## config.mk

```make
export PLATFORM = sky130hd
export DESIGN_NAME = svi_scalar_reader_flat
export DESIGN_NICKNAME = d
export VERILOG_FILES = /design/src/rtl/svi_scalar_reader_if.sv /design/src/rtl/svi_scalar_reader.sv /design/src/flat_wrapper.sv
export SDC_FILE = /design/constraint.sdc
export NUM_CORES = 1
export LEC_CHECK = 0
export CORE_MARGIN = 1.5
export CORE_UTILIZATION = 55
export CTS_BUF_LIST = sky130_fd_sc_hd__clkbuf_8 sky130_fd_sc_hd__clkbuf_16
export CTS_CLUSTER_SIZE = 28
export DETAILED_ROUTE_END_ITERATION = 16
export MAX_ROUTING_LAYER = met4
export PLACE_DENSITY = 0.78
export SLEW_MARGIN = 15
export SYNTH_ARGS = -nofsm -noshare
export SYNTH_HDL_FRONTEND = slang
export SYNTH_SLANG_ARGS = --single-unit
```

## constraint.sdc

```tcl
create_clock -name i_clk -period 2.54 [get_ports i_clk]
set_input_delay 0.508 -clock i_clk [delete_from_list [all_inputs] [get_ports i_clk]]
set_output_delay 0.508 -clock i_clk [all_outputs]
set_load 0.01 [all_outputs]
```

## src/rtl/svi_scalar_reader_if.sv

```systemverilog
// Bundle between the member writer / read requester and svi_scalar_reader.
// The slave modport is the read-only view the reader consumes.
interface svi_scalar_reader_if #(
  parameter int CNT_W = 8
);
  logic             i_z;
  logic             i_y;
  logic             i_x;
  logic             i_rd_req;
  logic [1:0]       i_rd_sel;
  logic             o_rd_ack;
  logic [CNT_W-1:0] o_rd_data;
  logic             o_rd_err;
  logic [2:0]       o_change;
  logic [2:0]       o_sat;

  modport master (
    output i_z, i_y, i_x, i_rd_req, i_rd_sel,
    input  o_rd_ack, o_rd_data, o_rd_err, o_change, o_sat
  );

  modport slave (
    input  i_z, i_y, i_x, i_rd_req, i_rd_sel,
    output o_rd_ack, o_rd_data, o_rd_err, o_change, o_sat
  );
endinterface

```

## src/rtl/svi_scalar_reader.sv

```systemverilog
// Monitor for the scalar members z/y/x: per-member change pulses, saturating
// read-to-clear change counters and a req/ack readout port.
module svi_scalar_reader #(
  parameter int CNT_W = 8
) (
  input  logic                i_clk,
  input  logic                i_srst,
  svi_scalar_reader_if.slave  bus
);

  localparam logic [CNT_W-1:0] CNT_MAX = '1;
  localparam logic [CNT_W-1:0] CNT_ONE = {{(CNT_W-1){1'b0}}, 1'b1};

  typedef enum logic {
    IDLE,
    RESP
  } state_t;

  state_t           state;
  logic [2:0]       r_cur;
  logic [2:0]       r_prev;
  logic             primed;
  logic             primed_d;
  logic [2:0]       change_q;
  logic [CNT_W-1:0] cnt [3];
  logic [2:0]       sat_q;
  logic             ack_q;
  logic             err_q;
  logic [CNT_W-1:0] data_q;

  logic             cap;
  logic [CNT_W-1:0] sel_cnt;

  // Capture happens on any IDLE cycle with a request present
  assign cap = (state == IDLE) && bus.i_rd_req;

  // Select the counter addressed by the incoming request; select 3 reads 0
  always_comb begin
    sel_cnt = '0;
    case (bus.i_rd_sel)
      2'd0:    sel_cnt = cnt[0];
      2'd1:    sel_cnt = cnt[1];
      2'd2:    sel_cnt = cnt[2];
      default: sel_cnt = '0;
    endcase
  end

  // Sample members and form registered change pulses; primed_d masks the
  // spurious edge between the reset value and the first real sample
  always_ff @(posedge i_clk) begin
    if (i_srst) begin
      r_cur    <= '0;
      r_prev   <= '0;
      primed   <= 1'b0;
      primed_d <= 1'b0;
      change_q <= '0;
    end else begin
      r_cur    <= {bus.i_x, bus.i_y, bus.i_z};
      r_prev   <= r_cur;
      primed   <= 1'b1;
      primed_d <= primed;
      change_q <= (r_cur ^ r_prev) & {3{primed_d}};
    end
  end

  // Saturating counters with sticky saturation flags, cleared by a capture
  always_ff @(posedge i_clk) begin
    if (i_srst) begin
      for (int unsigned i = 0; i < 3; i++) cnt[i] <= '0;
      sat_q <= '0;
    end else begin
      for (int unsigned i = 0; i < 3; i++) begin
        if (cap && (bus.i_rd_sel == 2'(i))) begin
          // A pulse coinciding with the capture is kept as the new count
          cnt[i]   <= change_q[i] ? CNT_ONE : '0;
          sat_q[i] <= change_q[i] && (CNT_ONE == CNT_MAX);
        end else if (change_q[i]) begin
          if (cnt[i] != CNT_MAX) cnt[i] <= cnt[i] + CNT_ONE;
          if (cnt[i] >= CNT_MAX - CNT_ONE) sat_q[i] <= 1'b1;
        end
      end
    end
  end

  // Read FSM: capture in IDLE, one-cycle registered response in RESP
  always_ff @(posedge i_clk) begin
    if (i_srst) begin
      state  <= IDLE;
      ack_q  <= 1'b0;
      err_q  <= 1'b0;
      data_q <= '0;
    end else begin
      case (state)
        IDLE: begin
          ack_q  <= 1'b0;
          err_q  <= 1'b0;
          data_q <= '0;
          if (bus.i_rd_req) begin
            state  <= RESP;
            ack_q  <= 1'b1;
            err_q  <= (bus.i_rd_sel == 2'd3);
            data_q <= sel_cnt;
          end
        end
        default: begin
          state  <= IDLE;
          ack_q  <= 1'b0;
          err_q  <= 1'b0;
          data_q <= '0;
        end
      endcase
    end
  end

  assign bus.o_rd_ack  = ack_q;
  assign bus.o_rd_err  = err_q;
  assign bus.o_rd_data = data_q;
  assign bus.o_change  = change_q;
  assign bus.o_sat     = sat_q;

endmodule

```

## src/flat_wrapper.sv

```systemverilog
// flat-port wrapper written by rule: the top's interface ports become plain ports
module svi_scalar_reader_flat 
#(
  parameter int CNT_W = 8
)
  (i_clk, i_srst, bus_i_z, bus_i_y, bus_i_x, bus_i_rd_req, bus_i_rd_sel, bus_o_rd_ack, bus_o_rd_data, bus_o_rd_err, bus_o_change, bus_o_sat);
  svi_scalar_reader_if #(.CNT_W(CNT_W)) bus_i ();
  input  logic i_clk;
  input  logic i_srst;
  input wire logic [$bits(bus_i.i_z)-1:0] bus_i_z;
  input wire logic [$bits(bus_i.i_y)-1:0] bus_i_y;
  input wire logic [$bits(bus_i.i_x)-1:0] bus_i_x;
  input wire logic [$bits(bus_i.i_rd_req)-1:0] bus_i_rd_req;
  input wire logic [$bits(bus_i.i_rd_sel)-1:0] bus_i_rd_sel;
  output wire logic [$bits(bus_i.o_rd_ack)-1:0] bus_o_rd_ack;
  output wire logic [$bits(bus_i.o_rd_data)-1:0] bus_o_rd_data;
  output wire logic [$bits(bus_i.o_rd_err)-1:0] bus_o_rd_err;
  output wire logic [$bits(bus_i.o_change)-1:0] bus_o_change;
  output wire logic [$bits(bus_i.o_sat)-1:0] bus_o_sat;
  assign bus_i.i_z = bus_i_z;
  assign bus_i.i_y = bus_i_y;
  assign bus_i.i_x = bus_i_x;
  assign bus_i.i_rd_req = bus_i_rd_req;
  assign bus_i.i_rd_sel = bus_i_rd_sel;
  assign bus_o_rd_ack = bus_i.o_rd_ack;
  assign bus_o_rd_data = bus_i.o_rd_data;
  assign bus_o_rd_err = bus_i.o_rd_err;
  assign bus_o_change = bus_i.o_change;
  assign bus_o_sat = bus_i.o_sat;
  svi_scalar_reader #(.CNT_W(CNT_W)) u_core (.i_clk(i_clk), .i_srst(i_srst), .bus(bus_i));
endmodule
```

==> flow_summary.yaml <==
status:
  status: "finished, final reports clean"
layout:
  stdcell_count: 292
  drive_above_1_share_pct: 8.607
  syn2layout_area_growth_pct: 18.36
  design_area_um2: 2614
  final_nets: 257
  diodes: 0
cts:
  numCtsBuffers: 5
  holdBufCountCts: 0
  cts_root_buffer: "clkbuf_8"
  insertion_delay_ps: 300
  path_clk_slew_ps: 80
  post_cts_resized: 0
  cts_sinks: 48
  ctsLongestPathBuffers: 2
  cts_tree: "done"
  post_cts_buffers: 0
  ctsHtreeMaxLevel: 2
logic_synthesis:
  synth_area_um2: 2208
  synth_fp_nets: 226
  synth_cell_types: 34
  netlist_instances: 212
  yosysWarnings: 0
  synth.yosys.seq_area_share_pct: 54.39
  synth-seq-cells: 48
  synth.avg_cell_area_um2: 10.42
worst_setup_path:
  crit_path_max_incr_delay_ps: 510
  endpoint_kind: "flop"
  critPathKind: "reg2reg"
  critPathMaxFanout: 8
  worstPathArrival_ps: 2020
  critPathBufInv: 0
  critPathRequiredTime_ps: 2500
  cpLargestDelayFamily: "simple AND/OR/NAND/NOR gates"
  cp-start-kind: "flop"
  path_cells: "ha_1 -> and3_1 -> a211oi_4 -> nand2_2 -> nand3_1"
  worst_path_max_delay_cell: "edfxtp_1"
placement:
  dp_hpwl_mm: 3.078
  dp_cells: 284
  routabilityCongestion: 0.8684
  port_buffers: 23
  placed_area_um2: 2521
die:
  core_area_um2: 3771
  rows: 22
  die_x_um: 66.37
  die-area_um2: 4404
  initial_utilization_pct: 58.56
  fp.dieH_um: 66.37
  num_io_pins: 24
timing:
  period_share_pct: 80.92
  rsz0062_at_grt: "no"
  finalSetupViolCount: 0
  hold_viol: 0
  fin_crit_ps: 2055
  tns_ps: 0
  fmax_mhz: 486.5
  slew_headroom_pct: 65.61
  maxSlewViolCount: 0
  skew_ps: 7.780
  worstMarginPinSlew_ps: 514.0
drt:
  drc_errors: 0
  vias: 1588
  avgViaCountPerCell: 5.438
  dr.pass1.iters: 7
  drtIter0Drc: 155
  avgRoutedWirePerCell_um: 14.30
  ant_nets: 0
  wl_mm: 4.177
global_route:
  grt_max_degree: 15
  grt_pass1_wl_mm: 7.452
  grt_use_total_pct: 23.48
  grt.overflow.total: 0
  grt_pass1_vias: 1557
  antenna_found_initial: 0
pwr:
  p_total_mw: 1.475
  p_per_area_nw_per_um2: 564.2
  p_leak_nw: 0.9838
  irDropWorstVdd_uv: 367.4
flow_run:
  cap_violations: 0
hold_path:
  hp-class: "reg2reg"
[through the flow]
stage          hold slack [ps]  setup WS, ps  utilization, %
2_1_floorplan            413.8         624.8               -
3_3_place_gp             438.6         286.3           66.85
3_5_place_dp             431.6         240.7           66.85
4_1_cts                  462.4         476.7           69.31
5_1_grt                  491.4         357.7           69.31
6_report                 458.6         484.6           69.31
[sequential cells by signal, summed over array words and instances, names as in the netlist]
name,cells
u_core.primed_d,1
u_core.cnt,24
u_core.state,1
u_core.primed,1
u_core.bus.o_sat,3
u_core.bus.o_change,3
u_core.bus.o_rd_err,1
u_core.bus.o_rd_data,8
u_core.r_prev,3
u_core.r_cur,3
[per-layer routing]
| metal | wire, µm | GRT usage [%] |
|---|---|---|
| met1 | 1956 | 31.14 |
| met2 | 1948 | 35.88 |
| met3 | 196 | 5.281 |
| met4 | 76 | 7.908 |
| met5 | 0 | - |
[cell type report]
type	instances	area (µm²)
Fill cell	295	1157
Inverter	8	30.03
Clock inverter	2	10.01
Timing Repair Buffer	29	275.3
Multi-Input combinational cell	151	954.7
Clock buffer	6	82.58
Tap cell	48	60.06
Sequential cell	48	1201
[layout by cell type, fill, tap and decap left out, drive strengths merged, types with 7 or more instances in the layout]
master	n
nor2	46
dfxtp	24
edfxtp	24
clkdlybuf4s50	23
nand3	14
a21oi	13
nand2	13
xnor2	11
inv	10
xor2	9
mux2i	8
nor2b	7
[Yosys cell counts]
library cell / count / area (µm²)
nor2_1: 46 / 172.7
edfxtp_1: 24 / 720.7
o22ai_1: 1 / 6.260
o2111a_1: 2 / 22.52
a21oi_2: 1 / 8.760
a211oi_4: 1 / 20.02
dfxtp_1: 24 / 480.5
inv_1: 7 / 26.28
and3_1: 4 / 25.02
inv_2: 1 / 3.750
and4bb_4: 1 / 16.27
or3_1: 1 / 6.260
clkbuf_1: 2 / 7.510
xor2_1: 9 / 78.83
or2_4: 1 / 8.760
mux2i_1: 8 / 80.08
nand4_1: 1 / 6.260
nand3_1: 14 / 70.07
nor3_1: 1 / 5.000
ha_1: 6 / 75.07
buf_2: 3 / 15.01
nand2_1: 12 / 45.04
a21oi_1: 12 / 60.06
nor2b_1: 7 / 43.79
o211ai_1: 2 / 15.01
o211ai_4: 1 / 21.27
xnor2_1: 11 / 96.34
nor3b_2: 1 / 12.51
o2111ai_1: 1 / 8.760
o21ai_0: 2 / 10.01
and4_1: 1 / 8.760
o311a_1: 1 / 10.01
o21a_1: 2 / 15.01
nand2_2: 1 / 6.260
[power breakdown]
part	leakage, nW	internal, mW	switching (mW)
clock	0.0529	0.218	0.247
combinational	0.484	0.0620	0.0649
sequential	0.447	0.846	0.0369
total	0.984	1.13	0.349
[cell families after synthesis]
group	after synthesis	share of synthesized area [%]
compound gates	26	8.952
xor+xnor	20	7.932
fa+ha+maj	6	3.399
buf+inv	13	2.380
flops	48	54.39
mux	8	3.626
simple gates	91	19.32
[path summary, 6_finish.rpt]
| kind | slack [ps] | cells past startpoint | endpoint | from |
|---|---|---|---|---|
| worst max-delay path | 480 | 5 | u_core.cnt[1][3] | u_core.cnt[1][0] |
| worst min-delay path | 460 | 1 | u_core.primed_d | u_core.primed |
| worst max register to register | 480 | 5 | u_core.cnt[1][3] | u_core.cnt[1][0] |
| worst min register to register | 460 | 1 | u_core.primed_d | u_core.primed |
No activity file was read; power rests on OpenSTA's default activity.
